==> src/rtl/ejercicio_4.sv <==
// Running-sum accumulator: adds i_ent into an OUT_W-bit register every edge.
// Overflow wraps by default; define EJERCICIO_4_SATURATE_EN to clamp instead.
module ejercicio_4 #(
    parameter int IN_W  = 10,
    parameter int OUT_W = 8
) (
    input  logic             clk,
    input  logic             i_rs,
    input  logic [IN_W-1:0]  i_ent,
    output logic [OUT_W-1:0] o_res
);

    localparam int MAX_W = (IN_W > OUT_W) ? IN_W : OUT_W;
    localparam int SUM_W = MAX_W + 1;

    logic [OUT_W-1:0] r_acc;
    logic [SUM_W-1:0] w_sum;
    logic [OUT_W-1:0] w_next;
    logic             w_ovf;

    assign w_sum = SUM_W'(r_acc) + SUM_W'(i_ent);
    assign w_ovf = |w_sum[SUM_W-1:OUT_W];

`ifdef EJERCICIO_4_SATURATE_EN
    assign w_next = w_ovf ? {OUT_W{1'b1}} : w_sum[OUT_W-1:0];
`else
    // Discarding the carry bits gives sum mod 2^OUT_W.
    logic w_unused_ovf;
    assign w_unused_ovf = w_ovf;
    assign w_next = w_sum[OUT_W-1:0];
`endif

    always_ff @(posedge clk or negedge i_rs) begin
        if (!i_rs) begin
            r_acc <= '0;
        end else begin
            r_acc <= w_next;
        end
    end

    assign o_res = r_acc;

endmodule

==> config.mk <==
export PLATFORM = sky130hd
export DESIGN_NAME = ejercicio_4
export DESIGN_NICKNAME = d
export VERILOG_FILES = /design/src/rtl/ejercicio_4.sv
export SDC_FILE = /design/constraint.sdc
export NUM_CORES = 1
export LEC_CHECK = 0
export CORE_AREA = 2 2 41 43
export DETAILED_ROUTE_END_ITERATION = 10
export DIE_AREA = 0 0 43 45
export PLACE_DENSITY = 0.71
export SETUP_SLACK_MARGIN = 0.4
export SLEW_MARGIN = 10
export SYNTH_ARGS = -nofsm -noshare
export SYNTH_HDL_FRONTEND = slang
export SYNTH_SLANG_ARGS = --single-unit
==> constraint.sdc <==
create_clock -name clk -period 1.6 [get_ports clk]
set_input_delay 0.4 -clock clk [delete_from_list [all_inputs] [get_ports clk]]
set_output_delay 0.4 -clock clk [all_outputs]
set_load 0.02 [all_outputs]
==> impl_metrics.csv <==
group,metric,value,unit
cells_and_area,drive_gt1_share,58.8,%
sta,skew,3.96,ps
routing,antenna_left,0,
sta,hold_slack,426,ps
routing,viasPerCell,5.37,
power,power.switching,950,µW
sta,setup_tns,0,ps
power,power_leakage,0.466,nW
logic_synthesis,avgSynthCellArea,10.6,µm²
power,ir_drop,1.14,mV
cells_and_area,fin_util,70.4,%
floorplan,initial_utilization,36.1,%
setup_path,required,1730,ps
global_route,grt_util_met3,2.40,%
setup_path,cp_data_arrival_time,1660,ps
logic_synthesis,synth_top_flop_cell,"dfrtp_1",
logic_synthesis,synth_edf_count,0,
routing,drt_first_pass_iters,4,
logic_synthesis,syn-cell-area,532,µm²
placement,dp_hpwl,919,µm
setup_path,r2r_setup_slack,70,ps
clock_network,cts_sinks,8,
power,pwr-share-seq,19.1,%
cells_and_area,fin_area,1040,µm²
sta,finalSetupViolCount,0,
global_route,grt_pass1_wl,2160,µm
hold_path,hp-class,"in2async",
sta,rsz0062_at_grt,"true",
clock_network,clk_latency,250,ps
global_route,grt_overflow,0,
global_route,met2_usage,27.6,%
power,combPwrFrac,73.7,%
global_route,grt_max_degree,9,
routing,routed_wl,1490,µm
power,power_density,2210,nW/µm²
setup_path,worst-r2r-cell-count,7,
sta,hold_viol,0,
setup_path,slowest_delay,370,ps
logic_synthesis,synth.yosys.seq_area_share,37.6,%
logic_synthesis,synthArstFlopShare,100,%
sta,worst_pin_slew,370,ps
logic_synthesis,synth.area.top_cells,"dfrtp_1 (38%), ha_1 (16%), a21oi_1 (4.7%)",
floorplan,die_h,45,µm
global_route,antenna_found_initial,0,
setup_path,cpMaxStageDelayCell,"dfrtp_2",
clock_network,cts_buffers,3,
sta,clock.fmax,653,MHz
floorplan,core.rowCount,14,
floorplan,die_w,43,µm
placement,io_buffers,17,
clock_network,cts-root-buf,"clkbuf_4",
placement,dpl_cell_area,816,µm²
sta,period_share,95.7,%
clock_network,path_clk_slew,60,ps
logic_synthesis,syn_inst,50,
cells_and_area,final_cell_mix,"buf_4 (10), buf_6 (9), ha_4 (7), dfrtp_1 (6)",
cells_and_area,mostFrequentLayoutCell,"buf_4",
run,cap_violations,0,
floorplan,die-area,1940,µm²
global_route,top_usage_layer,"met2",
logic_synthesis,synth_top_cell_area_share,37.6,%
setup_path,crit_path_end_kind,"register",
routing,vias,542,
global_route,grt_use_total,15.5,%
sta,relSlewSlack,75.3,%
routing,drc,0,
setup_path,cp_cell_sequence,"ha_4, inv_2, fa_2, nor2b_4, o31a_1, buf_4, a21oi_2",
setup_path,r2r_start,"o_res[0]$_DFF_PN0_",
floorplan,core,1470,µm²
cells_and_area,final_nets,106,
outcome,status,"finished clean",
clock_network,htreeDepth,1,
clock_network,clock_path_buffers,2,
sta,min_period,1530,ps
power,switching_share,41.6,%
floorplan,num_io_pins,20,
cells_and_area,antenna_cells,0,
routing,wl_per_cell,14.7,µm
logic_synthesis,synth_cell_types,24,
power,total_power,2.29,mW
clock_network,holdBufCountCts,0,
setup_path,start_kind,"register",
global_route,grt_pass1_vias,519,
sta,slew_violations,0,
cells_and_area,area_growth,94.8,%
logic_synthesis,syn_nets,70,
logic_synthesis,yosysWarnings,0,
clock_network,cts_tree,"done",
setup_path,critPathMaxFanout,3,
power,intPower,1.34,mW
global_route,met1_usage,17.6,%
setup_path,worst_r2r_endpoint,"o_res[4]$_DFF_PN0_",
setup_path,path_class,"reg2reg",
cells_and_area,largest_reg_flops,8,
power,power.share.clock,7.2,%
logic_synthesis,synth_top_area_cell,"dfrtp_1",
logic_synthesis,ys_ff_latch,8,
routing,drtIter0Drc,4,
placement,gp_congestion,0.762,
[Yosys cell counts (all sizes together), types with 2 or more instances]
master	count
xnor2	2
xor2	2
inv	5
dfrtp	8
ha	7
o211ai	3
a21oi	5
o21ai	2
o311ai	2
nor2b	2
[through the flow]
| stage | setup slack, ps | cells |
|---|---|---|
| floorplan | 106 | 50 |
| CTS | 27.3 | 99 |
| finish | 69.4 | 101 |
| global placement | -367 | 91 |
| detailed placement | -385 | 91 |
| global route | 28.4 | 101 |
[worst max path at each step]
stage	startpoint	to	slack (ps)	depth (start not counted)
floorplan	o_res[0]$_DFF_PN0_	o_res[6]$_DFF_PN0_	110	6
global placement	i_ent[0]	o_res[6]$_DFF_PN0_	-370	7
detailed placement	i_ent[0]	o_res[6]$_DFF_PN0_	-390	7
CTS	o_res[0]$_DFF_PN0_	o_res[6]$_DFF_PN0_	30	6
global route	o_res[0]$_DFF_PN0_	o_res[4]$_DFF_PN0_	30	7
finish	o_res[0]$_DFF_PN0_	o_res[4]$_DFF_PN0_	70	7
[power groups by stage]
| stage | combinational (mW) | clock [mW] | sequential, mW |
|---|---|---|---|
| 2_1_floorplan | 0.584 | 0 | 0.525 |
| 3_3_place_gp | 1.16 | 0 | 0.393 |
| 3_5_place_dp | 1.19 | 0 | 0.401 |
| 4_1_cts | 1.31 | 0.176 | 0.411 |
| 5_1_grt | 1.80 | 0.182 | 0.450 |
| 6_report | 1.69 | 0.164 | 0.436 |
[logic make-up after synthesis]
logic type | Yosys count | synth area share [%]
DFF | 8 | 37.6
adders and majority gates | 8 | 20.2
buffers and inverters | 5 | 3.53
AOI/OAI and AO/OA | 18 | 23.3
xor gates and xnor gates | 4 | 6.59
and+or+nand+nor | 7 | 8.71
[cell type report]
cell class | instances | area (µm²)
clock buffer | 4 | 26.3
tap | 16 | 20.0
sequential | 8 | 203
fill | 111 | 435
inverter | 5 | 18.8
timing repair buffer | 31 | 285
multi-input combinational | 37 | 483
[layer usage]
layer,vias up,wire (µm),part of all wire [%]
met4,0,22,1.5
met3,4,63,4.2
met2,19,824,55
met5,-,0,0
met1,260,575,39
li1,259,-,-
[critical path, delay by kind of cell (launching register included)]
family	cells	cell delay, ps
fa+ha+maj	2	490
flops	1	370
compound gates	2	220
buf+inv	2	170
simple gates	1	140
[repair_timing]
action,4_1_cts,5_1_grt
cloned,0,0
buffers inserted,4,2
setup endpoints to repair,15,15
pin swaps,13,15
gates resized for setup,48,28
Power figures use the tool's default switching activity.
